<file path="config.mk">
export PLATFORM = sky130hd
export DESIGN_NAME = fetch_stage
export DESIGN_NICKNAME = d
export VERILOG_FILES = /design/src/rtl/fetch_stage.sv
export SDC_FILE = /design/constraint.sdc
export NUM_CORES = 1
export LEC_CHECK = 0
export BUFFER_PORTS_ARGS = -buffer_cell sky130_fd_sc_hd__clkbuf_2
export CORE_MARGIN = 2
export CORE_UTILIZATION = 29
export DETAILED_ROUTE_END_ITERATION = 10
export PLACE_DENSITY = 0.52
export SLEW_MARGIN = 5
export SYNTH_ARGS = -nofsm -noshare
export SYNTH_HDL_FRONTEND = slang
export SYNTH_SLANG_ARGS = --single-unit
</file>
<file path="constraint.sdc">
create_clock -name clk -period 2.8 [get_ports clk]
set_input_delay 0.56 -clock clk [delete_from_list [all_inputs] [get_ports clk]]
set_output_delay 0.56 -clock clk [all_outputs]
set_load 0.02 [all_outputs]
</file>
<file path="src/rtl/fetch_stage.sv">
// Instruction fetch stage: owns the PC, issues one prefetch request per cycle and
// registers {pc, instr, comp, exc} toward decode with stall, redirect and fence handling.
module fetch_stage #(
    parameter logic [31:0] START_ADDR = 32'h0000_0000
) (
    input  logic        clk,
    input  logic        rst,
    output logic        pf_valid,
    output logic        pf_fence,
    output logic [31:0] pf_addr,
    input  logic [31:0] pf_rdata,
    input  logic        pf_ready,
    input  logic        redir_valid,
    input  logic [31:0] redir_addr,
    input  logic        redir_fence,
    input  logic        dec_stall,
    output logic        out_valid,
    output logic [31:0] out_pc,
    output logic [31:0] out_instr,
    output logic        out_comp,
    output logic        out_exc
);

    typedef enum logic [1:0] {BOOT = 2'd0, RUN = 2'd1, HALT = 2'd2} state_t;

    state_t      state_q, state_d;
    logic [31:0] pc_p0;
    logic        fence_pend;
    logic        fetch;
    logic        take;

    logic        vld_p1;
    logic [31:0] pc_p1;
    logic [31:0] instr_p1;
    logic        comp_p1;
    logic        exc_p1;

    function automatic logic is_rvc(input logic [31:0] w);
        return w[1:0] != 2'b11;
    endfunction

    function automatic logic [31:0] align_instr(input logic [31:0] w);
        return is_rvc(w) ? {16'h0000, w[15:0]} : w;
    endfunction

    function automatic logic [31:0] pc_step(input logic [31:0] pc, input logic comp);
        return pc + (comp ? 32'd2 : 32'd4);
    endfunction

    always_ff @(posedge clk) begin
        if (rst) state_q <= BOOT;
        else     state_q <= state_d;
    end

    // Request stage (p0): redirect outranks stall, which outranks fetch
    always_comb begin
        state_d  = state_q;
        fetch    = 1'b0;
        pf_valid = 1'b0;
        pf_fence = 1'b0;
        pf_addr  = '0;
        if (redir_valid)           state_d = redir_addr[0] ? HALT : RUN;
        else if (state_q == BOOT)  state_d = RUN;
        fetch    = !rst && !redir_valid && !dec_stall && (state_q == RUN);
        pf_valid = fetch;
        pf_fence = fetch && fence_pend;
        pf_addr  = fetch ? pc_p0 : '0;
    end

    assign take = fetch && pf_ready;

    // Output register stage (p1): holds under stall so nothing is dropped
    always_ff @(posedge clk) begin
        if (rst) begin
            pc_p0      <= START_ADDR;
            fence_pend <= 1'b0;
            vld_p1     <= 1'b0;
            pc_p1      <= '0;
            instr_p1   <= '0;
            comp_p1    <= 1'b0;
            exc_p1     <= 1'b0;
        end else if (redir_valid) begin
            fence_pend <= redir_fence;
            if (redir_addr[0]) begin
                vld_p1   <= 1'b1;
                exc_p1   <= 1'b1;
                pc_p1    <= redir_addr;
                instr_p1 <= '0;
                comp_p1  <= 1'b0;
            end else begin
                pc_p0  <= redir_addr;
                vld_p1 <= 1'b0;
                exc_p1 <= 1'b0;
            end
        end else if (dec_stall) begin
            vld_p1 <= vld_p1;
        end else if (take) begin
            pc_p0      <= pc_step(pc_p0, is_rvc(pf_rdata));
            fence_pend <= 1'b0;
            vld_p1     <= 1'b1;
            exc_p1     <= 1'b0;
            pc_p1      <= pc_p0;
            instr_p1   <= align_instr(pf_rdata);
            comp_p1    <= is_rvc(pf_rdata);
        end else begin
            vld_p1 <= 1'b0;
            exc_p1 <= 1'b0;
        end
    end

    assign out_valid = vld_p1;
    assign out_pc    = pc_p1;
    assign out_instr = instr_p1;
    assign out_comp  = comp_p1;
    assign out_exc   = exc_p1;

endmodule

</file>
==> impl_results.md <==
* Starting density of the core at 29.6%
* Max Clock Freq at 394 MHz
* Hold_buf cts at 0
* Worst Hold Class: primary input to register
* Largest family of logic cells by synthesized area: simple AND/OR/NAND/NOR gates
* CP Launch Type: register
* HP Start: pf_rdata[11]
* WL/cell at 17.3 um
* I/O pin cnt at 171
* Post-Route Utilization at between 30% and 40%
* Ys Warns at 0
* Via count at 5,230
* Gr usage total at 18.7%
* Critical Path Fanout Max at 12
* Slew Limit Fails at 0
* Final cycle utilization of the critical path at 90.7%
* Vias per cell at 5.30
* R2R Setup Slk at 0.55 ns
* Residual DRC at 0
* Num rows at 47
* Die width at 134 um
* Critical Path Start: state_q[1]$_SDFFE_PP0P_
* Number of synthesized flops with an enable pin at 0
* Post-Synth XOR/XNOR Area at 0%
* # Post-CTS Setup Buffers at 0
* Core region area at 16,600 um^2
* Mapped cell area at between 4000 and 5000 um^2
* Root buffer cell: clkbuf_16
* Worst flop-to-flop path endpoint: pc_p0[21]$_SDFFE_PP0P_
* Slew headroom at 25.2%
* First-pass GRT wire length at around 27,000 um
* Post-synthesis compound-gate area fraction at between 20% and 30%
* FF+latch count, synth at approximately 100
* CTS Buf Count at 9
* Leakage power at 2.65 nW
* Total power at 3.30 mW
* Worst setup path end: pf_addr[9]
* Worst VDD drop at 0.298 mV
* Clk slew on worst S/H paths at about 0.07 ns
* Fraction of final layout cells sized beyond drive strength 1 at 28.8%
* DIE HEIGHT at 134 um
* WL final at ~17,000 um
* Post-cts sizing count at 0
* Initial antenna violation count at 0
* 1st-iter DRT viols at between 200 and 250
* Total grt overflow at 0
* Maxcap violations at 0
* Clock tree from TritonCTS: done
* Setup TNS at 0 ns
* Worst Tran Pin Value at between 1 and 1.5 ns
* Most used DFF post-synth: dfxtp_1
* Synth Area in Adders at less than 1%
* Pin count of the biggest net entering global routing at 61
* Pre-antenna DRT Iters at 5
* Simple-Gate Fraction of Synth Area at 25.8%
* Origin of the critical flop-to-flop path: pc_p0[1]$_SDFFE_PP0P_
* Worst Reg2Reg Path Length in Cells at 7
* Distinct cells, synth at 56
* Final instance area at 6330 um^2
* Crit Path Class: register to primary output
* Post-DP HPWL at ~12,000 um
* H-tree level count at 3
* Post-synth ARST share at 0%
* RSZ-0062 raised after global routing: no
* Nets at 835
* Yosys top cell area share at 41.1%
* Multiplexer area fraction after synthesis at 2.88%
* Post-layout min period at roughly 2.5 ns
* Final hold viol count at 0
* Post-route setup slack at 0.261 ns
* Clock skew at 0.00466 ns
* Port bufs at 169
* WP data arrival at around 2.0 ns
* Synthesis-to-finish area growth at 28.7%
* Dpl ws at roughly 0.18 ns
* Clk sinks at between 100 and 150
* Syn Inst Count at 612
* N_diodes at 0
* GP Congestion at 0.856
* Top post-synthesis cells by area: dfxtp_1 41%, a311oi_1 5.9%, nand2_1 5.6%
* Syn_nets at 685
* Status: complete, no violations
* Worst-Skew Late Latency at 0.36 ns
* Die area at 18,000 um^2
* Yosys top cell by area: dfxtp_1
* Worst Path Required at 2.24 ns
* Vias in the first global route at 5,027
* Post-DRT Antenna Nets at 0
* CP Capture Type: primary output
* Sequential area share after synthesis at between 40% and 50%
* Post-synthesis area per instance at approximately 8.0 um^2
* Final setup viols at 0
* Placed Area at 6020 um^2
* Clock tree buffer depth at 2
* Power per Cell Area at 522 nW/um^2
[layer usage]
metal	share of wire [%]	wire length, um	track usage, %	vias up
met5	0	0	0	-
met4	2.1	361	6.73	0
met3	8.8	1500	6.73	27
met2	46	7960	30.0	176
met1	43	7290	23.0	2469
li1	-	-	-	2558
[synthesized netlist by cell type, types with 2 or more instances]
library cell	instances
dfxtp_1	101
nand2_1	73
nor2_1	67
a21oi_1	49
clkbuf_1	36
a311oi_1	33
and3_1	30
nand3_1	25
o21ai_0	22
a211oi_1	18
a22oi_1	18
mux2i_1	13
nor3_1	12
nand4_1	11
buf_2	10
inv_1	9
buf_1	6
and2_1	5
nor2b_1	5
o22ai_1	5
o32ai_1	5
a31oi_1	4
and4_1	4
nor4_1	4
o211ai_1	4
o31ai_1	4
or2_2	3
or4_1	3
a21o_1	2
a32oi_1	2
ha_1	2
nand2b_1	2
o211a_1	2
[worst min-delay path by stage]
stage,endpoint,cells past startpoint
global route,out_instr[7]$_SDFFE_PP0P_,3
detailed placement,out_valid$_SDFFE_PP0P_,2
CTS,out_instr[11]$_SDFFE_PP0P_,3
finish,out_instr[11]$_SDFFE_PP0P_,3
global placement,out_valid$_SDFFE_PP0P_,2
floorplan,pc_p0[31]$_SDFFE_PP0P_,1
[where the power goes]
group          switching [mW]  internal [mW]  total [mW]
clock network           0.585          0.715        1.30
registers              0.0543           1.50        1.55
logic                   0.287          0.167       0.454
total                   0.926           2.38        3.30
[per-stage QoR]
stage / cells / hold slack (ns)
after floorplan: 612 / 0.463
after global placement: 971 / 0.448
after detailed placement: 971 / 0.455
after CTS: 987 / 0.405
after global routing: 987 / 0.420
final: 987 / 0.417
[final cells by class]
cell class	instances	area, um^2
Sequential cell	101	2020
Multi-Input combinational cell	448	2640
Fill cell	1754	10300
Clock inverter	6	62.6
Inverter	10	37.5
Timing Repair Buffer	192	1050
Clock buffer	10	239
Tap cell	220	275
[logic make-up (layout without fill, tap and decap cells)]
| logic type | Yosys count | after routing |
|---|---|---|
| AND/OR/NAND/NOR | 257 | 257 |
| AO/OA/AOI/OAI | 173 | 173 |
| flip-flops | 101 | 101 |
| buffers and inverters | 63 | 218 |
| multiplexers | 14 | 14 |
| adder cells (fa/ha/maj) | 3 | 3 |
| other | 1 | 1 |
[placed cells by master (no fill, tap or decap), drive strengths merged, types with 2 or more instances in the layout]
master,count
buf,24
and2,5
a21oi,49
nand2,73
nand2b,2
a211oi,18
o31ai,5
nor3,13
nor2b,5
mux2i,13
o21ai,22
o22ai,5
dfxtp,101
a22oi,18
ha,2
o211ai,4
clkinvlp,3
nand3,26
nor2,68
nor3b,2
a31oi,4
clkbuf,178
a32oi,2
o32ai,5
nand4,11
and4,4
a311oi,33
or2,4
inv,9
o211a,2
nor4,4
or4,3
a21o,2
clkinv,3
and3,30
[sequential cells by signal, indices dropped and copies added (netlist names)]
signal / flops
out_pc: 32
out_exc: 1
out_valid: 1
state_q: 2
fence_pend: 1
out_instr: 32
out_comp: 1
pc_p0: 31
[critical path, stage by stage, from the launching register on]
cell and delay [ns]:
dfxtp_1 0.35, or3b_2 0.66, nor3_1 0.38, clkbuf_2 0.24
Note: power is estimated with default switching activity, not from simulation.
